<file path="src/rtl/q16_16_divider.sv">
// rtl/q16_16_divider.sv - iterative signed Q16.16 divider with saturation and divide-by-zero flag
module q16_16_divider #(
    parameter int STEPS_PER_CYCLE = 1
) (
    input  logic        clk,
    input  logic        rstn,
    input  logic        in_valid,
    output logic        in_ready,
    input  logic [31:0] in_a,
    input  logic [31:0] in_b,
    output logic        out_valid,
    input  logic        out_ready,
    output logic [31:0] out_q,
    output logic        out_ovf,
    output logic        out_dbz
);

    localparam int         N_CYCLES = 48 / STEPS_PER_CYCLE;
    localparam logic [5:0] N_LOAD   = 6'(N_CYCLES);

    localparam logic [1:0] S_IDLE = 2'd0;
    localparam logic [1:0] S_DIV  = 2'd1;
    localparam logic [1:0] S_FIX  = 2'd2;
    localparam logic [1:0] S_DONE = 2'd3;

    logic [1:0]  state;
    logic [5:0]  cnt;
    logic [47:0] dvd;
    logic [31:0] bmag;
    logic [31:0] rem;
    logic [47:0] quo;
    logic        q_neg;
    logic        a_neg;
    logic        b_zero;

    logic [31:0] a_mag;
    logic [31:0] b_mag;
    logic [31:0] rem_nxt;
    logic [47:0] dvd_nxt;
    logic [47:0] quo_nxt;
    logic [32:0] trial;
    logic [31:0] fix_q;
    logic        fix_ovf;
    logic        mag_hi;

    assign in_ready  = (state == S_IDLE);
    assign out_valid = (state == S_DONE);

    // Two's complement magnitude; 0x8000_0000 maps to 2^31 which still fits unsigned.
    assign a_mag = in_a[31] ? (~in_a + 32'd1) : in_a;
    assign b_mag = in_b[31] ? (~in_b + 32'd1) : in_b;

    // Unrolled restoring-division steps performed in one DIV cycle.
    always_comb begin
        rem_nxt = rem;
        dvd_nxt = dvd;
        quo_nxt = quo;
        trial   = '0;
        for (int i = 0; i < STEPS_PER_CYCLE; i++) begin
            trial   = {rem_nxt, dvd_nxt[47]};
            dvd_nxt = {dvd_nxt[46:0], 1'b0};
            if (trial >= {1'b0, bmag}) begin
                trial   = trial - {1'b0, bmag};
                quo_nxt = {quo_nxt[46:0], 1'b1};
            end else begin
                quo_nxt = {quo_nxt[46:0], 1'b0};
            end
            rem_nxt = trial[31:0];
        end
    end

    // Sign restoration and saturation of the 48-bit magnitude quotient.
    always_comb begin
        mag_hi  = |quo[47:32];
        fix_q   = quo[31:0];
        fix_ovf = 1'b0;
        if (b_zero) begin
            fix_q = a_neg ? 32'h8000_0000 : 32'h7FFF_FFFF;
        end else if (!q_neg) begin
            if (mag_hi || quo[31]) begin
                fix_q   = 32'h7FFF_FFFF;
                fix_ovf = 1'b1;
            end
        end else begin
            if (mag_hi || (quo[31] && |quo[30:0])) begin
                fix_q   = 32'h8000_0000;
                fix_ovf = 1'b1;
            end else begin
                fix_q = ~quo[31:0] + 32'd1;
            end
        end
    end

    // Control FSM and datapath registers.
    always_ff @(posedge clk or negedge rstn) begin
        if (!rstn) begin
            state   <= S_IDLE;
            cnt     <= '0;
            dvd     <= '0;
            bmag    <= '0;
            rem     <= '0;
            quo     <= '0;
            q_neg   <= 1'b0;
            a_neg   <= 1'b0;
            b_zero  <= 1'b0;
            out_q   <= '0;
            out_ovf <= 1'b0;
            out_dbz <= 1'b0;
        end else begin
            case (state)
                S_IDLE: begin
                    if (in_valid) begin
                        dvd    <= {a_mag, 16'h0000};
                        bmag   <= b_mag;
                        rem    <= '0;
                        quo    <= '0;
                        q_neg  <= in_a[31] ^ in_b[31];
                        a_neg  <= in_a[31];
                        b_zero <= (in_b == 32'h0000_0000);
                        cnt    <= N_LOAD;
                        state  <= S_DIV;
                    end
                end
                S_DIV: begin
                    dvd <= dvd_nxt;
                    rem <= rem_nxt;
                    quo <= quo_nxt;
                    cnt <= cnt - 6'd1;
                    if (cnt == 6'd1) begin
                        state <= S_FIX;
                    end
                end
                S_FIX: begin
                    out_q   <= fix_q;
                    out_ovf <= fix_ovf;
                    out_dbz <= b_zero;
                    state   <= S_DONE;
                end
                default: begin
                    if (out_ready) begin
                        state <= S_IDLE;
                    end
                end
            endcase
        end
    end

endmodule

</file>
<file path="config.mk">
export PLATFORM = sky130hd
export DESIGN_NAME = q16_16_divider
export DESIGN_NICKNAME = d
export VERILOG_FILES = /design/src/rtl/q16_16_divider.sv
export SDC_FILE = /design/constraint.sdc
export NUM_CORES = 1
export LEC_CHECK = 0
export CORE_UTILIZATION = 50
export DETAILED_ROUTE_END_ITERATION = 16
export HOLD_SLACK_MARGIN = 0.02
export PLACE_DENSITY = 0.76
export REMOVE_ABC_BUFFERS = 1
export SLEW_MARGIN = 40
export SYNTH_ARGS = -nofsm -noshare
export SYNTH_HDL_FRONTEND = slang
export SYNTH_SLANG_ARGS = --single-unit
</file>
<file path="constraint.sdc">
create_clock -name clk -period 3.2 [get_ports clk]
set_input_delay 0.32 -clock clk [delete_from_list [all_inputs] [get_ports clk]]
set_output_delay 0.32 -clock clk [all_outputs]
set_load 0.05 [all_outputs]
</file>
==> metrics <==
status finished clean; Longest Clk Path Bufs 2; Initial Utilization 0.5130; post-route ant nets 0; share of cells above drive strength 1 0.08994; met3 Use GR 0.03613; crit start category register; Pwr Density 1094 nW/um^2; CP Class register to register; Sink Count ~190; # nets final roughly 1700; fmax 326.0 MHz; synth top area cells dfrtp_1, nand2_1, o21ai_0, ha_1, xor2_1; CTS tree yes; Vias/cell 5.821; dpl hpwl 22690 um; vias post-DR roughly 11000; placed instance count 1873; H-tree levels 4; met2 GRT Util 0.4376; clock skew 0.01299 ns; non-filler instance count after layout 1909; Placed Area 13830 sq um; cts bufs inserted 17; Initial DRT Pass Iterations 5; Critical Path AT 3.44 ns; DRT iter0 DRCs 723; Slew headroom 0.4681; synthesized flop and latch total 189; CP Capture Type register; WL/cell approximately 17 um; sequential share of the synthesized area 0.3893; synthesized area per cell 8.259 sq um; synth warn 0; area delta synth->final 19.30%; Static Leak approximately 0.0064 uW; die area 24930 sq um; design area 14490 sq um; worst setup margin 0.1322 ns; Net Sw Power around 7500 uW; total track usage 0.2642; DRC Markers 0; Diodes inserted 0; I/O pin total between 100 and 150; total gr overflow 0; I/O Buffers approximately 100; drt total wl 31660 um; vias in the first global route 10620; largest net degree at the start of global routing 106; CORE AREA 23680 sq um; Die Wd 157.9 um; Clk Latency, worst-skew pair ~0.45 ns; EDFF count, synth 0; CP required 3.57 ns; Final Util 0.6120; met1 usage 0.3596; combinational share of power 0.607; Final setup viols 0; Sequential Power Share 0.257; GR peak layer met2; first-pass GRT wire length 52410 um; fin. max-slew vios 0; initial antenna violation count 0; total internal power 8326 uW; Netlist cell types 76; ys async rst share 1.000; crit-path max FO 6; Netlist Area Pre-Place 12150 sq um; Synth Flop Type dfrtp_1; cells after synthesis 1471; switching share of power 0.4749; minimum clock period between 3 and 4 ns; VDD IR max 0.0004418 V; hold crit path type input port to async pin; GPL Wtd Cong 0.9368; worst-margin pin slew 0.7949 ns; clock group share of total power 0.136; top cell type's share of synthesized area 0.3893; CTS root buf clkbuf_16; Hold WS 0.4026 ns; CTS clk-pin slew, worst paths ~0.080 ns; row cnt 56; chip height 157.9 um; Place WS -0.2279 ns; fin crit share 0.9587; area leader, netlist dfrtp_1; max-cap violation count 0; final hold violations 0
[synthesized netlist by cell type (3+ instances only)]
cell type  number
o211ai_1        8
nand3b_1        8
a221oi_1        4
and2_1          6
o21ai_0       146
o41ai_1        11
xor2_1         58
and3_1          3
o22ai_1        12
nor2_1         86
or4_1          13
o21ai_1        18
nand4_1        13
o21bai_1        3
nor2b_1        10
mux2_2          5
or3_1          25
a31oi_1         9
mux2i_1        31
a211oi_1       12
inv_1          67
a22oi_1         4
xnor2_1        32
nor3_1         27
a21o_1         21
o311ai_0        3
nor4_1         14
buf_2           6
o21a_1          9
o31ai_1        31
or2_2           6
dfrtp_1       189
clkbuf_1       72
nand2b_1        7
buf_1           6
a21oi_1        89
nor3b_1         7
o2bb2a_1        5
nand4b_1        3
ha_1           41
a32oi_1         3
nand3_1        62
nand2_1       245
[repair_timing]
| action | CTS | global route |
|---|---|---|
| setup buffers | 0 | 3 |
| gates resized for setup | 0 | 12 |
| setup endpoints to repair | 0 | 29 |
| endpoints found under the hold margin | 101 | 0 |
| hold buffers | 1 | 0 |
[cells in the final DEF, fill, tap and decap left out, types with 5 or more instances in the layout]
cell type and n:
or4_1 12, or3_1 25, a31oi_1 9, clkdlybuf4s50_1 101, o41ai_1 11, a21o_1 21, nand2b_1 7, nand4_1 13
xnor2_1 32, or2_2 6, buf_4 62, nand3_1 62, nor4_1 13, ha_1 35, a211oi_1 12, xor2_1 58
o21ai_0 143, a21oi_1 88, nor2_1 86, o21ai_1 19, mux2_2 5, o31ai_1 31, nor3b_1 6, ha_2 6
inv_1 66, mux2i_1 31, nand2_1 243, nor3_1 27, clkbuf_16 18, o211ai_1 8, nand3b_1 8, o2bb2a_1 5
o21a_1 8, o22ai_1 12, nor2b_1 10, and2_1 6, dfrtp_1 189
[per-layer routing]
metal	part of all wire	routed length, um	up-vias
li1	-	-	5431
met1	0.46	14520	5312
met2	0.47	14840	326
met3	0.053	1669	44
met4	0.020	634	0
met5	0	0	-
[layout make-up]
| type | count | area, sq um |
|---|---|---|
| clock inverter | 14 | 157.7 |
| clock buffer | 18 | 429.2 |
| fill | 2163 | 9189 |
| inverter | 68 | 255.2 |
| timing repair buffer | 172 | 1619 |
| multi-input combinational | 1129 | 6904 |
| sequential | 189 | 4730 |
| tap | 319 | 399.1 |
[per-stage QoR]
step                      total power [uW]   TNS, ns
after detailed placement             13520   -0.7050
after global routing                 17060  -0.02756
after floorplan                      10580   -432.27
after global placement               13300   -0.3923
after CTS                            15750         0
final                                15860         0
[registers in the layout, indices dropped and copies added, names as in the netlist, 2 cells and up]
register	flops
bmag	32
cnt	6
dvd	32
out_q	32
quo	48
rem	32
state	2
[power by group through the flow]
stage	Clock (uW)	Sequential [uW]	Combinational [uW]
after floorplan	0	4600	5980
after detailed placement	0	4100	9420
final	2160	4070	9630
after global routing	2270	4200	10600
after global placement	0	4050	9250
after CTS	2190	4060	9500
[worst max-delay path, stage by stage, from the launching register on]
cell      delay [ns]
dfrtp_1         0.41
inv_1           0.11
ha_2            0.24
or4b_2          0.68
nor3_1          0.18
nand4_1         0.27
or4_4           0.50
a21o_1          0.19
a211oi_1        0.21
nor2_1          0.07
a21oi_1         0.14
[logic make-up (layout without fill, tap and decap cells)]
group / count (synthesis) / in the layout / share of synthesized area
AO/OA/AOI/OAI: 415 / 415 / 0.2124
adder cells (fa/ha/maj): 42 / 42 / 0.04387
buffers and inverters: 153 / 272 / 0.04851
multiplexers: 36 / 36 / 0.03017
flip-flops: 189 / 189 / 0.3893
XOR/XNOR: 90 / 90 / 0.06488
AND/OR/NAND/NOR: 546 / 546 / 0.2109
[final timing paths]
path,from,end,slack (ns),cells after the start
setup reg to reg,quo[1]$_DFFE_PN0P_,out_q[30]$_DFFE_PN0P_,0.13,10
hold reg to reg,bmag[25]$_DFFE_PN0P_,bmag[25]$_DFFE_PN0P_,0.48,2
max in group asynchronous,rstn,quo[40]$_DFFE_PN0P_,2.06,3
setup / recovery,quo[1]$_DFFE_PN0P_,out_q[30]$_DFFE_PN0P_,0.13,10
hold / removal,rstn,out_q[22]$_DFFE_PN0P_,0.40,2
min in group clk,bmag[25]$_DFFE_PN0P_,bmag[25]$_DFFE_PN0P_,0.48,2
Note: power is estimated with default switching activity, not from simulation.
